===== src/rtl/wino_tile_sched.sv =====
// wino_tile_sched: walks output-channel groups, input-tile positions and
// input channels for one layer and issues one tile beat per handshake to
// the data/weight tile buffers. After the last beat it waits for the PE
// array to drain, then pulses done_o.
// Optional feature: define WINO_SCHED_STALL_CNT_EN to build the
// saturating stall counter behind stall_cnt_o (tied to 0 otherwise).
module wino_tile_sched #(
  parameter int COLS         = 4,
  parameter int DRAIN_CYCLES = 12
) (
  input  logic        clk,
  input  logic        reset,
  input  logic        start_i,
  input  logic [9:0]  cfg_img_h_i,
  input  logic [9:0]  cfg_img_w_i,
  input  logic [4:0]  cfg_in_ch_i,
  input  logic [7:0]  cfg_out_ch_i,
  input  logic        cfg_size_type_i,
  output logic        busy_o,
  output logic        done_o,
  output logic        err_o,
  output logic        beat_valid_o,
  input  logic        beat_ready_i,
  output logic [8:0]  beat_x_o,
  output logic [8:0]  beat_y_o,
  output logic [3:0]  beat_id_o,
  output logic [7:0]  beat_od_o,
  output logic        beat_size_type_o,
  output logic        beat_first_o,
  output logic        beat_last_o,
  output logic [31:0] stall_cnt_o
);

  typedef enum logic [2:0] {
    S_IDLE  = 3'd0,
    S_LOAD  = 3'd1,
    S_RUN   = 3'd2,
    S_DRAIN = 3'd3,
    S_DONE  = 3'd4
  } state_t;

  localparam logic [8:0]  COLS_W9    = 9'(COLS);
  localparam logic [7:0]  COLS_W8    = 8'(COLS);
  localparam logic [15:0] DRAIN_LAST = 16'(DRAIN_CYCLES - 1);

  state_t      state_r, state_next_s;
  logic [9:0]  h_r, w_r;
  logic [4:0]  in_ch_r;
  logic [7:0]  out_ch_r;
  logic        size_r;
  logic [8:0]  x_r, y_r;
  logic [3:0]  id_r;
  logic [7:0]  od_r;
  logic        first_r, last_r;
  logic        valid_r, busy_r, done_r, err_r;
  logic [15:0] drain_cnt_r;

  logic [3:0]  stride_s;
  logic        cfg_ok_s;
  logic        accept_s;
  logic        adv_s;
  logic        id_wrap_s, x_wrap_s, y_wrap_s, od_wrap_s;
  logic        last_beat_s;
  logic        drain_end_s;

  // Loop-wrap and legality decodes; a tile wraps once its next step would start at or past the edge.
  assign stride_s    = size_r ? 4'd4 : 4'd6;
  assign cfg_ok_s    = (h_r != 10'd0) && (h_r <= 10'd512) &&
                       (w_r != 10'd0) && (w_r <= 10'd512) &&
                       (in_ch_r != 5'd0) && (in_ch_r <= 5'd16) &&
                       (out_ch_r != 8'd0) && (out_ch_r <= 8'd128);
  assign accept_s    = (state_r == S_IDLE) && start_i;
  assign adv_s       = valid_r && beat_ready_i;
  assign id_wrap_s   = ({1'b0, id_r} == (in_ch_r - 5'd1));
  assign x_wrap_s    = (({1'b0, x_r} + {6'd0, stride_s}) >= w_r);
  assign y_wrap_s    = (({1'b0, y_r} + {6'd0, stride_s}) >= h_r);
  assign od_wrap_s   = (({1'b0, od_r} + COLS_W9) >= {1'b0, out_ch_r});
  assign last_beat_s = adv_s && id_wrap_s && x_wrap_s && y_wrap_s && od_wrap_s;
  assign drain_end_s = (drain_cnt_r == DRAIN_LAST);

  // State register.
  always_ff @(posedge clk or posedge reset) begin
    if (reset) state_r <= S_IDLE;
    else       state_r <= state_next_s;
  end

  // Next-state decode.
  always_comb begin
    state_next_s = state_r;
    case (state_r)
      S_IDLE:  if (start_i)     state_next_s = S_LOAD;  else state_next_s = S_IDLE;
      S_LOAD:  if (cfg_ok_s)    state_next_s = S_RUN;   else state_next_s = S_DONE;
      S_RUN:   if (last_beat_s) state_next_s = S_DRAIN; else state_next_s = S_RUN;
      S_DRAIN: if (drain_end_s) state_next_s = S_DONE;  else state_next_s = S_DRAIN;
      S_DONE:  state_next_s = S_IDLE;
      default: state_next_s = S_IDLE;
    endcase
  end

  // Latch the layer configuration only when a start is accepted.
  always_ff @(posedge clk or posedge reset) begin
    if (reset) begin
      h_r      <= 10'd0;
      w_r      <= 10'd0;
      in_ch_r  <= 5'd0;
      out_ch_r <= 8'd0;
      size_r   <= 1'b0;
    end else if (accept_s) begin
      h_r      <= cfg_img_h_i;
      w_r      <= cfg_img_w_i;
      in_ch_r  <= cfg_in_ch_i;
      out_ch_r <= cfg_out_ch_i;
      size_r   <= cfg_size_type_i;
    end
  end

  // Nested loop counters (id innermost, od outermost); they move only on a handshake.
  always_ff @(posedge clk or posedge reset) begin
    if (reset) begin
      x_r  <= 9'd0;
      y_r  <= 9'd0;
      id_r <= 4'd0;
      od_r <= 8'd0;
    end else if (accept_s) begin
      x_r  <= 9'd0;
      y_r  <= 9'd0;
      id_r <= 4'd0;
      od_r <= 8'd0;
    end else if (adv_s) begin
      if (!id_wrap_s) begin
        id_r <= id_r + 4'd1;
      end else begin
        id_r <= 4'd0;
        if (!x_wrap_s) begin
          x_r <= x_r + {5'd0, stride_s};
        end else begin
          x_r <= 9'd0;
          if (!y_wrap_s) begin
            y_r <= y_r + {5'd0, stride_s};
          end else begin
            y_r <= 9'd0;
            if (!od_wrap_s) od_r <= od_r + COLS_W8;
            else            od_r <= 8'd0;
          end
        end
      end
    end
  end

  // Accumulator clear/writeback flags, registered to track the id of the beat on the bus.
  always_ff @(posedge clk or posedge reset) begin
    if (reset) begin
      first_r <= 1'b0;
      last_r  <= 1'b0;
    end else if ((state_r == S_LOAD) && cfg_ok_s) begin
      first_r <= 1'b1;
      last_r  <= (in_ch_r == 5'd1);
    end else if (last_beat_s) begin
      first_r <= 1'b0;
      last_r  <= 1'b0;
    end else if (adv_s) begin
      first_r <= id_wrap_s;
      last_r  <= id_wrap_s ? (in_ch_r == 5'd1) : (({1'b0, id_r} + 5'd2) == in_ch_r);
    end
  end

  // Registered status outputs, beat valid and the drain timer.
  always_ff @(posedge clk or posedge reset) begin
    if (reset) begin
      valid_r     <= 1'b0;
      busy_r      <= 1'b0;
      done_r      <= 1'b0;
      err_r       <= 1'b0;
      drain_cnt_r <= 16'd0;
    end else begin
      case (state_r)
        S_IDLE: begin
          done_r <= 1'b0;
          if (start_i) begin
            busy_r <= 1'b1;
            err_r  <= 1'b0;
          end
        end
        S_LOAD: begin
          if (cfg_ok_s) begin
            valid_r <= 1'b1;
          end else begin
            busy_r <= 1'b0;
            err_r  <= 1'b1;
            done_r <= 1'b1;
          end
        end
        S_RUN: begin
          if (last_beat_s) begin
            valid_r     <= 1'b0;
            drain_cnt_r <= 16'd0;
          end
        end
        S_DRAIN: begin
          if (drain_end_s) begin
            busy_r <= 1'b0;
            done_r <= 1'b1;
          end else begin
            drain_cnt_r <= drain_cnt_r + 16'd1;
          end
        end
        S_DONE: done_r <= 1'b0;
        default: begin
          valid_r <= 1'b0;
          busy_r  <= 1'b0;
          done_r  <= 1'b0;
        end
      endcase
    end
  end

`ifdef WINO_SCHED_STALL_CNT_EN
  logic [31:0] stall_cnt_r;

  // Count cycles where a beat is offered but refused; saturates instead of wrapping.
  always_ff @(posedge clk or posedge reset) begin
    if (reset)                                            stall_cnt_r <= 32'd0;
    else if (accept_s)                                    stall_cnt_r <= 32'd0;
    else if (valid_r && !beat_ready_i && (stall_cnt_r != 32'hFFFF_FFFF))
                                                          stall_cnt_r <= stall_cnt_r + 32'd1;
  end

  assign stall_cnt_o = stall_cnt_r;
`else
  assign stall_cnt_o = 32'd0;
`endif

  assign busy_o           = busy_r;
  assign done_o           = done_r;
  assign err_o            = err_r;
  assign beat_valid_o     = valid_r;
  assign beat_x_o         = x_r;
  assign beat_y_o         = y_r;
  assign beat_id_o        = id_r;
  assign beat_od_o        = od_r;
  assign beat_size_type_o = size_r;
  assign beat_first_o     = first_r;
  assign beat_last_o      = last_r;

endmodule

===== config.mk =====
export PLATFORM = sky130hd
export DESIGN_NAME = wino_tile_sched
export DESIGN_NICKNAME = d
export VERILOG_FILES = /design/src/rtl/wino_tile_sched.sv
export SDC_FILE = /design/constraint.sdc
export NUM_CORES = 1
export LEC_CHECK = 0
export BUFFER_PORTS_ARGS = -buffer_cell sky130_fd_sc_hd__buf_2
export CORE_MARGIN = 1.5
export CORE_UTILIZATION = 35
export CTS_CLUSTER_SIZE = 12
export DETAILED_ROUTE_END_ITERATION = 16
export PLACE_DENSITY_LB_ADDON = 0.12
export SLEW_MARGIN = 40
export SYNTH_ARGS = -nofsm -noshare
export SYNTH_HDL_FRONTEND = slang
export SYNTH_SLANG_ARGS = --single-unit

===== constraint.sdc =====
create_clock -name clk -period 7.4 [get_ports clk]
set_clock_uncertainty 0.05 [all_clocks]
set_input_delay 0.74 -clock clk [delete_from_list [all_inputs] [get_ports clk]]
set_output_delay 0.74 -clock clk [all_outputs]
set_load 0.005 [all_outputs]

# Yosys cells after proc, flatten, opt, wreduce, memory -nomap -nowiden

Cells that the tools add are included.

Add/subtract/negate cells: 10
Equality and inequality tests: 14
$lt $le $gt $ge: 7
Bitwise operators: 3
Reduce and logical (&&, ||, !) cells: 36
Divide/modulo/power cells: 0
Mux-type cells: 46
Shift operators: 0
Multiply operators: 0

Operator list:

| kind                                                    | count |
|---|---|
| 2-to-1 mux 9 bit                                        | 9 |
| 2-to-1 mux 8 bit                                        | 6 |
| 2-to-1 mux 16 bit                                       | 2 |
| one-hot mux 16 bit (2 select lines)                     | 1 |
| adder 9 x 3 -> 10 bit                                   | 2 |
| greater-or-equal comparator 10 bit                      | 2 |
| less-or-equal comparator 10 bit (second input constant) | 2 |
| nonzero test 10 bit                                     | 2 |
| adder 9 x 3 -> 9 bit                                    | 2 |
| 2-to-1 mux 1 bit                                        | 17 |
| adder 16 x 1 -> 16 bit (second input constant)          | 1 |
| == test 16 x 4 -> 1 bit (second input constant)         | 1 |
| AND reduction 3 bit                                     | 5 |
| logical AND 1 bit                                       | 14 |
| 2-to-1 mux 4 bit                                        | 3 |
| inequality test 2 bit (second input constant)           | 6 |
| one-hot mux 3 bit (4 select lines)                      | 1 |
| nonzero test 2 bit                                      | 6 |
| adder 8 x 3 -> 9 bit (second input constant)            | 1 |
| greater-or-equal comparator 9 x 8 -> 1 bit              | 1 |
| adder 8 x 3 -> 8 bit (second input constant)            | 1 |
| less-or-equal comparator 8 bit (second input constant)  | 1 |
| AND reduction 4 bit                                     | 2 |
| nonzero test 8 bit                                      | 1 |
| 22 further kinds                                        | 27 |

Memories kept: 0
Output and inout bits: 69
Bits in writable memories: 0
Logic and storage cells: 133
Bits in registers: 89
Bits in read-only memories: 0
Bits in latches: 0

# Depth between registers and ports, before layout

Gate-level depths: netlist of the first run.

Word-level depth: 10
Mapped depth: 17
Mapped depth without buffers: 15

# Worst setup path before layout of the first run

Ideal clock, no wire load.

Path kind: register to register
Start: register size_r, in the netlist beat_size_type_o
End: register y_r[6], in the netlist beat_y_o[6]
Period minus slack after synthesis: 3208 ps
Arrival time: 3037 ps
Slack: 4192 ps
Stages on the path, launching flop included: 15
Library setup time: 121 ps
Cells stage by stage: dfrtp_1 inv_1 ha_1 inv_1 ha_1 nor2_1 and3_1 and3_1 ha_1 a211oi_1 o211a_1 a31oi_1 a21oi_1 nor2_1 a22o_1

Cells in the longest elaborated chain, start to end: 8
Elaborated cells between the ends (all ways): 13

RTL lines:

| item                               | line | source |
|---|---|---|
| start: declaration                 | 50   | `logic size_r;` |
| start signal: assignment           | 113  | `size_r <= cfg_size_type_i;` |
| 2-to-1 mux 2 bit *                 | 67   | `assign stride_s = size_r ? 4'd4 : 4'd6;` |
| adder 9 x 3 -> 10 bit              | 76   | `assign y_wrap_s = (({1'b0, y_r} + {6'd0, stride_s}) >= h_r);` |
| greater-or-equal comparator 10 bit | 76   |  |
| 2-to-1 mux 9 bit                   | 138  | `if (!y_wrap_s) begin` |
| 2-to-1 mux 9 bit                   | 134  | `if (!x_wrap_s) begin` |
| 2-to-1 mux 9 bit                   | 130  | `if (!id_wrap_s) begin` |
| 2-to-1 mux 9 bit                   | 129  | `end else if (adv_s) begin` |
| 2-to-1 mux 9 bit                   | 124  | `end else if (accept_s) begin` |
| end signal: assignment             | 139  | `y_r <= y_r + {5'd0, stride_s};` |
| end: declaration                   | 51   | `logic [8:0] x_r, y_r;` |

Mark *: on every way between the ends. The rest lies on a longest branch, timed or not. The select of a mux whose other input is x is not followed.
A chain may end at the register's enable or synchronous reset.

# Worst setup path in the final report of the first run

Ends and elaborated chain as after synthesis.

==> out/qor_table.md, run 1 <==
| Metric | This run |
|:---|:---|
| MaxCap Viol Count | 0 |
| Largest net degree at the start of global routing | 67 |
| Via count of the first global-routing pass | 4,078 |
| Number of gates resized after CTS | 0 |
| Synth Instances | 577 |
| Peak Freq | 257 MHz |
| Leakage power of the design | 0.00289 uW |
| Startpoint kind of the worst setup timing path | register |
| Die outline width | 125 um |
| Top library cells by usage in the layout, fill and taps aside | sky130_fd_sc_hd__dfrtp_1, sky130_fd_sc_hd__nand2_1, sky130_fd_sc_hd__buf_2, sky130_fd_sc_hd__o21ai_0, sky130_fd_sc_hd__inv_1 |
| Layout overhead on the synthesized area | 12.8% |
| GRT Resource Usage Total | 16.5% |
| Count of port buffers added during placement | 70 |
| Number of remaining DRC errors | 0 |
| WP data arrival | 4.07 ns |
| Final setup violation count | 0 |
| Number of design-rule violations left by the first detailed-router iteration | 186 |
| Clock period minus worst slack | 3.89 ns |
| Count of different cell masters after synthesis | 54 |
| CP Class | register to register |
| Slew of the pin with the lowest slew margin | 0.741 ns |
| Endpoint of the lowest-slack register-to-register path | beat_y_o[6] |
| Total wire length after detailed routing | 12.3 mm |
| Crit. End Element | register |
| P per Cell Area | 368 nW/um2 |
| # IOs | 107 |
| Endpoint required time on the critical path | 7.57 ns |
| Post-synth design cell area | 5220 um2 |
| Result of the run | finished, final reports clean |
| Most frequent standard cell in the layout excluding fill and tap cells | sky130_fd_sc_hd__dfrtp_1 |
| Placer's final routability congestion estimate | 0.804 |
| Number of vias in the routed layout | 4,108 |
| Total power consumption of the routed design | 2170 uW |
| Routed Antenna Nets | 0 |
| Max FO, Critical Path | 10 |
| Antenna cells | 0 |
| # hold bufs at CTS | 0 |
| Fin. Hold Viols | 0 |
| Reg2Reg Launch Point | beat_size_type_o |
| Detailed-placement wirelength estimate | 9.16 mm |
| Synth warnings | 0 |
| Mean routed wirelength per cell | 14.8 um |
| Final net count | 715 |
| Area fraction in and, or, nand and nor cells after synthesis | 19.1% |
| Sum of negative setup slack | 0 ns |
| Global-route wire length before repair | 20.7 mm |
| Share of flip-flops with an asynchronous set or reset | 100% |
| Clock slew at reported path FFs | 0.06 ns |
| Synth Area in XOR/XNOR | 6.88% |
| TritonCTS clock tree | done |
| Adder-cell area share of the yosys netlist | 8.15% |
| DP Cell Count | 816 |
| Mean instance size in the synthesized netlist | 9.05 um2 |
| Path depth of the worst reg2reg path | 14 |
| Slack of the worst reg-to-reg path | 3.51 ns |
| Core Rows | 44 |
| Sequential cell area fraction in the yosys report | 40.7% |
| Antenna violations before repair | 0 |
| Die height | 125 um |
| Largest family of logic cells by synthesized area | simple AND/OR/NAND/NOR gates |
| Number of clock sinks | 85 |
| Cell chosen for the clock root | sky130_fd_sc_hd__clkbuf_16 |
| Remaining max-slew budget at the tightest pin | 50.6% |
| Compound-cell area share of the yosys netlist | 14.8% |
| Number of register bits inferred by synthesis | 85 |
| H-Tree Level Count | 3 |
| Number of synthesized flops with an enable pin | 0 |
| Number of buffers inserted by post-CTS setup repair | 0 |
| Cell Count, Final, Fillers Out | 831 |
| Clock tree buffer depth | 2 |
| Pins Over Slew Limit | 0 |
| Effective utilization at floorplan | 35.9% |
| Share of layout cells above drive strength 1 | 14.7% |
| Inserted Clock Buffers | 9 |
| Number of optimization iterations in the first detailed-route pass | 4 |
| Portion of the clock cycle consumed by the worst path in the final layout | 52.6% |
| Skew-Pair Late Insertion Delay | 0.34 ns |
| RSZ-0062 raised after global routing | false |
| Total congestion overflow | 0 |
| Area of the die | 15,700 um2 |
| Core outline area | 14,500 um2 |
| Top flip-flop cell by instance count after synthesis | sky130_fd_sc_hd__dfrtp_1 |
| Type of the tightest min-delay check | primary input to asynchronous set/reset pin |
| Mux cell area share after synthesis | 0.599% |
| Vias per cell | 4.94 |
| Max rail drop VDD | 0.211 mV |
==> through the flow <==
step                      util [%]  worst slack [ns]  instance area, um2  hold WS, ns
final                         40.5              3.51                5890        0.404
after global placement        38.7              3.67                5620        0.408
after CTS                     40.5              3.51                5890        0.427
after detailed placement      38.7              3.53                5630        0.413
after global routing          40.5              3.14                5890        0.447
after floorplan                  -              4.19                5350        0.411
==> synthesized netlist by cell type, types with 5 or more instances <==
cell / n / area (um2)
sky130_fd_sc_hd__a21o_1: 7 / 52.6
sky130_fd_sc_hd__a21oi_1: 15 / 75.1
sky130_fd_sc_hd__a32o_1: 6 / 60.1
sky130_fd_sc_hd__and2_1: 7 / 43.8
sky130_fd_sc_hd__and3_1: 15 / 93.8
sky130_fd_sc_hd__and4_1: 5 / 43.8
sky130_fd_sc_hd__buf_4: 36 / 270
sky130_fd_sc_hd__clkbuf_1: 12 / 45.0
sky130_fd_sc_hd__dfrtp_1: 85 / 2130
sky130_fd_sc_hd__ha_1: 34 / 425
sky130_fd_sc_hd__inv_1: 44 / 165
sky130_fd_sc_hd__nand2_1: 75 / 282
sky130_fd_sc_hd__nand2b_1: 7 / 43.8
sky130_fd_sc_hd__nand3_1: 8 / 40.0
sky130_fd_sc_hd__nand4_1: 10 / 62.6
sky130_fd_sc_hd__nor2_1: 34 / 128
sky130_fd_sc_hd__nor2b_1: 5 / 31.3
sky130_fd_sc_hd__nor3_1: 15 / 75.1
sky130_fd_sc_hd__nor4_1: 6 / 37.5
sky130_fd_sc_hd__o21ai_0: 46 / 230
sky130_fd_sc_hd__xnor2_1: 19 / 166
sky130_fd_sc_hd__xor2_1: 22 / 193
==> worst max-delay path, stage by stage, from the launching register on <==
cell and delay (ns):
sky130_fd_sc_hd__dfrtp_1 0.37, sky130_fd_sc_hd__inv_1 0.10, sky130_fd_sc_hd__ha_1 0.17, sky130_fd_sc_hd__inv_1 0.07
sky130_fd_sc_hd__ha_1 0.24, sky130_fd_sc_hd__nor2_1 0.17, sky130_fd_sc_hd__and3_1 0.25, sky130_fd_sc_hd__and3_1 0.19
sky130_fd_sc_hd__ha_1 0.23, sky130_fd_sc_hd__a211oi_1 0.33, sky130_fd_sc_hd__o211a_1 0.20, sky130_fd_sc_hd__a31oi_1 0.23
sky130_fd_sc_hd__a21oi_1 0.69, sky130_fd_sc_hd__nor2_1 0.19, sky130_fd_sc_hd__a22o_1 0.28
==> metal layers <==
layer | up-vias | wire length (um) | GRT usage (%)
li1 | 2063 | - | -
met1 | 1950 | 6150 | 23.3
met2 | 86 | 5500 | 24.8
met3 | 9 | 507 | 4.79
met4 | 0 | 147 | 4.21
met5 | - | 0 | 0
==> registers in the layout, indices dropped and copies added (netlist names), 3 cells and up <==
name         cells
in_ch_r          5
w_r             10
drain_cnt_r     16
out_ch_r         8
beat_y_o         8
beat_x_o         8
h_r             10
beat_od_o        6
state_r          3
beat_id_o        4
==> logic make-up after synthesis <==
logic type	count (synthesis)
other cells	1
simple gates	200
xor+xnor	41
buf+inv	98
mux	3
fa+ha+maj	34
compound gates	115
flops	85
==> final cells by class <==
cell class / count / area, um2
Sequential cell: 85 / 2130
Timing Repair Buffer: 74 / 380
Fill cell: 1523 / 8640
Multi-Input combinational cell: 429 / 2730
Clock inverter: 2 / 10.0
Inverter: 44 / 166
Clock buffer: 13 / 250
Tap cell: 184 / 230
==> report_power, final <==
| group | internal, uW | switching, uW |
|---|---|---|
| registers | 636 | 155 |
| logic | 403 | 563 |
| clock network | 234 | 176 |
==> how the worst max path moves through the flow <==
| stage | startpoint | to | slack (ns) | cells after the start |
|---|---|---|---|---|
| CTS | beat_size_type_o | beat_y_o[6] | 3.51 | 14 |
| detailed placement | beat_size_type_o | beat_y_o[6] | 3.53 | 14 |
| global placement | beat_size_type_o | drain_cnt_r[1] | 3.67 | 15 |
| floorplan | beat_size_type_o | beat_y_o[6] | 4.19 | 14 |
| global route | beat_size_type_o | beat_y_o[6] | 3.14 | 14 |
| finish | beat_size_type_o | beat_y_o[6] | 3.51 | 14 |
No activity file was read; power rests on OpenSTA's default activity.
==> run 2, diff against run 1 <==
Clock period 7.4 ns to 3.4 ns, I/O delays scaled along.
==> run 2 against run 1 <==
- first-iteration DRC count rose by 14%
- register-to-register slack worse by 3.3 ns
- clock power rose to 2.5 times the previous value
- largest cell class unchanged
- critical path depth up 1
- die area did not move
- utilization is 1.9 points higher
- total power up 130%
- non-clock buffer count grew 20
- maximum frequency up 22%
- largest power group unchanged
- sequential power rose by 120%
- worst setup slack lost 3.3 ns
- global-route usage rose by 0.30 points
==> out/qor_table.md, run 2 (synthesis gave the netlist of run 1 again) <==
| Metric | This run | Delta |
|:---|:---|:---|
| Die outline width | 125 um | unchanged |
| Min-Delay Startpoint | cfg_in_ch_i[3] |  |
| Core Rows | 44 | unchanged |
| Reg2Reg Launch Point | beat_size_type_o |  |
| Core outline area | 14,500 um2 | unchanged |
| Cell chosen for the clock root | sky130_fd_sc_hd__clkbuf_16 |  |
| Combinational Power Share | 45.3% | +0.7 points |
| Area of the die | 15,700 um2 | unchanged |
| Skew-Pair Late Insertion Delay | 0.35 ns | about the same |
| Cell depth of the worst hold path | 3 |  |
| WP data arrival | 3.36 ns | -0.71 ns |
| Leakage power of the design | 0.00300 uW | +3.9% |
| Number of optimization iterations in the first detailed-route pass | 4 | unchanged |
| Largest registers ranked by flip-flop count | drain_cnt_r: 16 flops, h_r: 10 flops, w_r: 10 flops |  |
| Final net count | 735 | +2.8% |
| Endpoint required time on the critical path | 3.58 ns | -3.99 ns |
| # IOs | 107 | unchanged |
| Fin. Hold Viols | 0 | unchanged |
| Sw Pwr | 2030 uW | +130% |
| Die height | 125 um | unchanged |
| Clock slew at reported path FFs | 0.06 ns | about the same |
| Path depth of the worst reg2reg path | 15 | +1 |
| GRT Resource Usage Total | 16.8% | +0.30 points |
| Peak Freq | 314 MHz | +22% |
| Switching share of power | 40.3% | -0.98 points |
| Top Layer Used | met4 |  |
| Routed Antenna Nets | 0 | unchanged |
| Vias per cell | 4.98 | +0.74% |
| Pre-CTS setup slack | -0.262 ns | -3.80 ns |
| Top library cells by usage in the layout, fill and taps aside | sky130_fd_sc_hd__dfrtp_1, sky130_fd_sc_hd__nand2_1, sky130_fd_sc_hd__buf_2, sky130_fd_sc_hd__inv_1, sky130_fd_sc_hd__o21ai_0 |  |
| MaxCap Viol Count | 0 | unchanged |
| Final WS setup | 0.220 ns | -3.29 ns |
| Effective utilization at floorplan | 35.9% | unchanged |
| Detailed-placement wirelength estimate | 9.41 mm | +2.7% |
| Relative contribution of sequential cells to total power | 34.3% | -2.2 points |
| Number of remaining DRC errors | 0 | unchanged |
| Layout fillers | 1,482 | -2.7% |
| CP Class | register to register |  |
| Type of the tightest min-delay check | primary input to register |  |
| Number of vias in the routed layout | 4,233 | +3.0% |
| Placer's final routability congestion estimate | 0.862 | +7.1% |
| Total congestion overflow | 0 | unchanged |
| P per Cell Area | 818 nW/um2 | +120% |
| Portion of the clock cycle consumed by the worst path in the final layout | 93.5% | +41 points |
| Final setup violation count | 0 | unchanged |
| Number of buffers inserted by post-CTS setup repair | 0 | unchanged |
| Total power consumption of the routed design | 5050 uW | +130% |
| Max reg flops | 16 | unchanged |
| Mean routed wirelength per cell | 14.9 um | +0.82% |
| Crit. End Element | register |  |
| Max FO, Critical Path | 7 | -3 |
| End point of the worst hold path | in_ch_r[3] |  |
| Slew of the pin with the lowest slew margin | 0.633 ns | -0.108 ns |
| Inserted Clock Buffers | 9 | unchanged |
| Met3 WL post-DR | 534 um | +5.3% |
| Met1 Routed Length | 6.28 mm | +2.1% |
| Startpoint kind of the worst setup timing path | register |  |
| Clock period minus worst slack | 3.18 ns | -0.712 ns |
| Worst hold slack | 0.143 ns | -0.261 ns |
| Most frequent standard cell in the layout excluding fill and tap cells | sky130_fd_sc_hd__dfrtp_1 |  |
| Register with the most flip-flops | drain_cnt_r |  |
| Antenna violations before repair | 0 | unchanged |
| Via count of the first global-routing pass | 4,215 | +3.4% |
| Global-route wire length before repair | 21.2 mm | +2.5% |
| Total wire length after detailed routing | 12.7 mm | +3.1% |
| Antenna cells | 0 | unchanged |
| Max rail drop VDD | 0.321 mV | +52% |
| Result of the run | finished, final reports clean |  |
| Layout overhead on the synthesized area | 18.1% |  |
| Routed wl met2 | 5.69 mm | +3.4% |
| Internal power of the cells | 3010 uW | +140% |
| Clock tree buffer depth | 2 | unchanged |
| Sum of negative setup slack | 0 ns | unchanged |
| Number of clock sinks | 85 | unchanged |
| TritonCTS clock tree | done |  |
| Endpoint of the lowest-slack register-to-register path | beat_valid_o |  |
| Slack of the worst reg-to-reg path | 0.22 ns | -3.29 ns |
| Share of layout cells above drive strength 1 | 18.9% | +4.2 points |
| H-Tree Level Count | 3 | unchanged |
| Remaining max-slew budget at the tightest pin | 57.6% | +7.0 points |
| Number of design-rule violations left by the first detailed-router iteration | 212 | +14% |
| Pins Over Slew Limit | 0 | unchanged |
| Count of port buffers added during placement | 70 | unchanged |
| Final design utilization | 42.4% | +1.9 points |
| Portion of total power attributed to the clock network | 20.4% | +1.5 points |
| Largest net degree at the start of global routing | 55 | -18% |
run 2: cell type report:
type                    instances  area (um2)  share of cell area, %
multi-input cells             429        2800                   45.4
flip-flops and latches         85        2130                   34.5
repair buffers                 94         543                   8.81
clock buffers                  12         236                   3.83
well taps                     184         230                   3.73
inverters                      44         170                   2.76
clock inverters                 2        60.1                  0.974
run 2: timing repair:
| item | 4_1_cts | 5_1_grt |
|---|---|---|
| gates cloned | 0 | 1 |
| hold buffers | 1 | 0 |
| setup endpoints to repair | 28 | 38 |
| pin swaps | 0 | 2 |
| hold endpoints to repair | 29 | 0 |
| resized for setup | 4 | 19 |
run 2: worst max path at each step:
stage / startpoint / to / depth (start not counted)
after floorplan: beat_size_type_o / beat_y_o[6] / 14
after global placement: beat_size_type_o / beat_valid_o / 15
after detailed placement: beat_size_type_o / beat_valid_o / 15
after CTS: beat_size_type_o / drain_cnt_r[1] / 16
after global routing: beat_size_type_o / drain_cnt_r[1] / 15
final: beat_size_type_o / beat_valid_o / 15
run 2: layer usage:
metal | GRT usage (%) | vias up
met2 | 26.4 | 92
met1 | 22.9 | 2012
met3 | 4.41 | 17
met4 | 4.68 | 0
li1 | - | 2112
met5 | 0 | -
run 2: power by group through the flow:
stage	registers (uW)	clock network (uW)	logic [uW]
5_1_grt	1790	1100	2610
3_3_place_gp	1740	0	2160
6_report	1730	1030	2290
4_1_cts	1730	1070	2220
3_5_place_dp	1740	0	2180
2_1_floorplan	1650	0	1590
run 2: critical path: stages (launching register included):
cell	delay, ns
sky130_fd_sc_hd__dfrtp_1	0.39
sky130_fd_sc_hd__inv_2	0.08
sky130_fd_sc_hd__ha_1	0.15
sky130_fd_sc_hd__inv_1	0.07
sky130_fd_sc_hd__ha_1	0.20
sky130_fd_sc_hd__nor2_1	0.15
sky130_fd_sc_hd__and3_4	0.22
sky130_fd_sc_hd__xor2_1	0.07
sky130_fd_sc_hd__ha_1	0.30
sky130_fd_sc_hd__nand2_1	0.06
sky130_fd_sc_hd__a32o_1	0.29
sky130_fd_sc_hd__a31oi_4	0.26
sky130_fd_sc_hd__nor4b_2	0.34
sky130_fd_sc_hd__buf_4	0.18
sky130_fd_sc_hd__a31oi_1	0.08
sky130_fd_sc_hd__o22a_1	0.17
run 2: metrics by stage:
stage          cells  area [um2]
2_1_floorplan    612        5350
3_3_place_gp     834        5770
3_5_place_dp     834        5770
4_1_cts          849        6090
5_1_grt          850        6170
6_report         850        6170
==> run 3, diff against run 2 <==
Settings changed: GPL_TIMING_DRIVEN set to 0, HOLD_SLACK_MARGIN set to 0.02.
==> run 3 against run 2 <==
- highest routed layer unchanged
- utilization up 2.2 points
- wire length up 3.2%
- critical endpoint is now beat_y_o[6]
- maximum frequency down 4.2%
==> out/qor_table.md, run 3 (synthesis gave the netlist of run 1 again) <==
| Metric | This run | Delta |
|:---|:---|:---|
| Effective utilization at floorplan | 35.9% | unchanged |
| Vias per cell | 4.86 | -2.4% |
| Routed Antenna Nets | 0 | unchanged |
| Register with the most flip-flops | drain_cnt_r |  |
| Number of remaining DRC errors | 0 | unchanged |
| Startpoint kind of the worst setup timing path | register |  |
| # IOs | 107 | unchanged |
| Via count of the first global-routing pass | 4,202 | -0.31% |
| Die height | 125 um | unchanged |
| Clock tree buffer depth | 2 | unchanged |
| Detailed-placement wirelength estimate | 9.81 mm | +4.2% |
| Final WS setup | 0.0798 ns | -0.140 ns |
| Largest net degree at the start of global routing | 46 | -16% |
| Pins Over Slew Limit | 0 | unchanged |
| Max rail drop VDD | 0.514 mV | +60% |
| Cell chosen for the clock root | sky130_fd_sc_hd__clkbuf_16 |  |
| GRT Resource Usage Total | 17.1% | +0.34 points |
| Number of optimization iterations in the first detailed-route pass | 4 | unchanged |
| Highest cell delay on the worst timing path | 0.39 ns | about the same |
| Most frequent standard cell in the layout excluding fill and tap cells | sky130_fd_sc_hd__dfrtp_1 |  |
| Pre-CTS setup slack | -0.611 ns | -0.349 ns |
| Portion of the clock cycle consumed by the worst path in the final layout | 97.7% | +4.1 points |
| Cell chain of the critical path | inv_2 -> ha_2 -> inv_1 -> ha_2 -> inv_1 -> and3_4 -> and3_4 -> xor2_4 -> ha_4 -> a2111oi_4 -> o21ai_1 -> o21ai_2 -> o21ai_4 -> buf_4 -> o21ai_0 -> a22o_1 |  |
| P per Cell Area | 784 nW/um2 | -4.2% |
| Die outline width | 125 um | unchanged |
| H-Tree Level Count | 3 | unchanged |
| Endpoint required time on the critical path | 3.63 ns | +0.05 ns |
| Number of vias in the routed layout | 4,300 | +1.6% |
| Slew of the pin with the lowest slew margin | 0.656 ns | +0.0234 ns |
| WP data arrival | 3.55 ns | +0.19 ns |
| CP Class | register to register |  |
| Placer's final routability congestion estimate | 0.800 | -7.1% |
| TritonCTS clock tree | done |  |
| Result of the run | finished, final reports clean |  |
| Antenna violations before repair | 0 | unchanged |
| Total congestion overflow | 0 | unchanged |
| Fin. Hold Viols | 0 | unchanged |
| Final design utilization | 44.6% | +2.2 points |
| Number of clock sinks | 85 | unchanged |
| Share of layout cells above drive strength 1 | 23.1% | +4.2 points |
| Leakage power of the design | 0.00316 uW | +5.3% |
| Area of the die | 15,700 um2 | unchanged |
| Final setup violation count | 0 | unchanged |
| Core Rows | 44 | unchanged |
| Total wire length after detailed routing | 13.1 mm | +3.2% |
| Global-route wire length before repair | 21.4 mm | +1.2% |
| Skew-Pair Late Insertion Delay | 0.35 ns | about the same |
| Type of the tightest min-delay check | primary input to register |  |
| Max FO, Critical Path | 10 | +3 |
| MaxCap Viol Count | 0 | unchanged |
| Largest registers ranked by flip-flop count | drain_cnt_r: 16 flops, h_r: 10 flops, w_r: 10 flops |  |
| Top library cells by usage in the layout, fill and taps aside | sky130_fd_sc_hd__dfrtp_1, sky130_fd_sc_hd__nand2_1, sky130_fd_sc_hd__buf_2 |  |
| Number of design-rule violations left by the first detailed-router iteration | 147 | -31% |
| Core outline area | 14,500 um2 | unchanged |
| CP max stage cell | sky130_fd_sc_hd__dfrtp_1 |  |
| Peak Freq | 301 MHz | -4.2% |
| Count of port buffers added during placement | 70 | unchanged |
| Mean routed wirelength per cell | 14.8 um | -0.93% |
| Max reg flops | 16 | unchanged |
| Layout fillers | 1,451 | -2.1% |
| Antenna cells | 0 | unchanged |
| Inserted Clock Buffers | 9 | unchanged |
| Clock slew at reported path FFs | 0.06 ns | about the same |
| Layout overhead on the synthesized area | 24.3% |  |
| Crit. End Element | register |  |
| Remaining max-slew budget at the tightest pin | 56.3% | -1.3 points |
| Final net count | 770 | +4.8% |
| Clock period minus worst slack | 3.32 ns | +0.140 ns |
==> run 3: changes by cell type in the layout (fill, tap and decap cells not counted), sizes merged <==
cell,previous run,this run
inv,43,44
buf,93,118
clkbuf,12,22
bufinv,2,1
==> run 3: power breakdown <==
part / switching (uW) / leakage [uW] / internal, uW / total, uW
logic: 1380 / 0.00198 / 1020 / 2390
registers: 334 / 0.00104 / 1380 / 1720
clock network: 391 / 0.000139 / 580 / 972
total: 2100 / 0.00316 / 2980 / 5080
==> run 3: routing by layer <==
layer  GRT usage, %  wire length [um]  vias up
li1               -                 -     2168
met1           23.1              6360     2032
met2           27.3              6000       87
met3           4.96               592       13
met4           4.08               138        0
met5              0                 0        -
==> run 3: worst paths after layout <==
kind | from | endpoint | slack, ns | cells past startpoint
setup / recovery | beat_size_type_o | beat_y_o[6] | 0.08 | 16
hold / removal | cfg_in_ch_i[2] | in_ch_r[2] | 0.14 | 3
setup reg to reg | beat_size_type_o | beat_y_o[6] | 0.08 | 16
hold reg to reg | err_o | err_o | 0.43 | 2
max in group asynchronous | reset | beat_x_o[8] | 2.22 | 4
min in group asynchronous | reset | drain_cnt_r[11] | 0.51 | 3
==> run 3: cell type report <==
class | count | area [um2] | share of cell area, %
repair buffers | 77 | 425 | 6.56
well taps | 184 | 230 | 3.55
clock inverters | 2 | 35.0 | 0.540
multi-input cells | 429 | 2910 | 44.9
plain buffers | 52 | 343 | 5.28
flip-flops and latches | 85 | 2130 | 32.8
clock buffers | 12 | 246 | 3.80
inverters | 44 | 170 | 2.62
==> run 3: what timing repair did <==
item                       in CTS  in global routing
setup buffers                   1                  4
pin swaps                       1                  6
hold endpoints to repair       44                  0
resized for setup              25                 21
setup endpoints to repair      42                 31
hold buffers                    1                  0
==> run 3: worst max-delay path: cells and delay by family, from the launching register on <==
family | cells | cell delay (ns)
buffers and inverters | 4 | 0.42
AO/OA/AOI/OAI | 6 | 1.19
AND/OR/NAND/NOR | 2 | 0.42
XOR/XNOR | 1 | 0.18
adder cells (fa/ha/maj) | 3 | 0.61
flip-flops | 1 | 0.39
==> run 3: metrics by stage <==
step	setup TNS (ns)	instance area (um2)	instances	hold WS (ns)	power (uW)
floorplan	0	5350	612	0.395	3240
global placement	-48.65	5930	866	0.410	3850
detailed placement	-15.80	5960	867	0.348	3910
CTS	0	6360	883	0.126	5020
global route	-0.135	6490	885	0.134	5530
finish	0	6490	885	0.137	5080
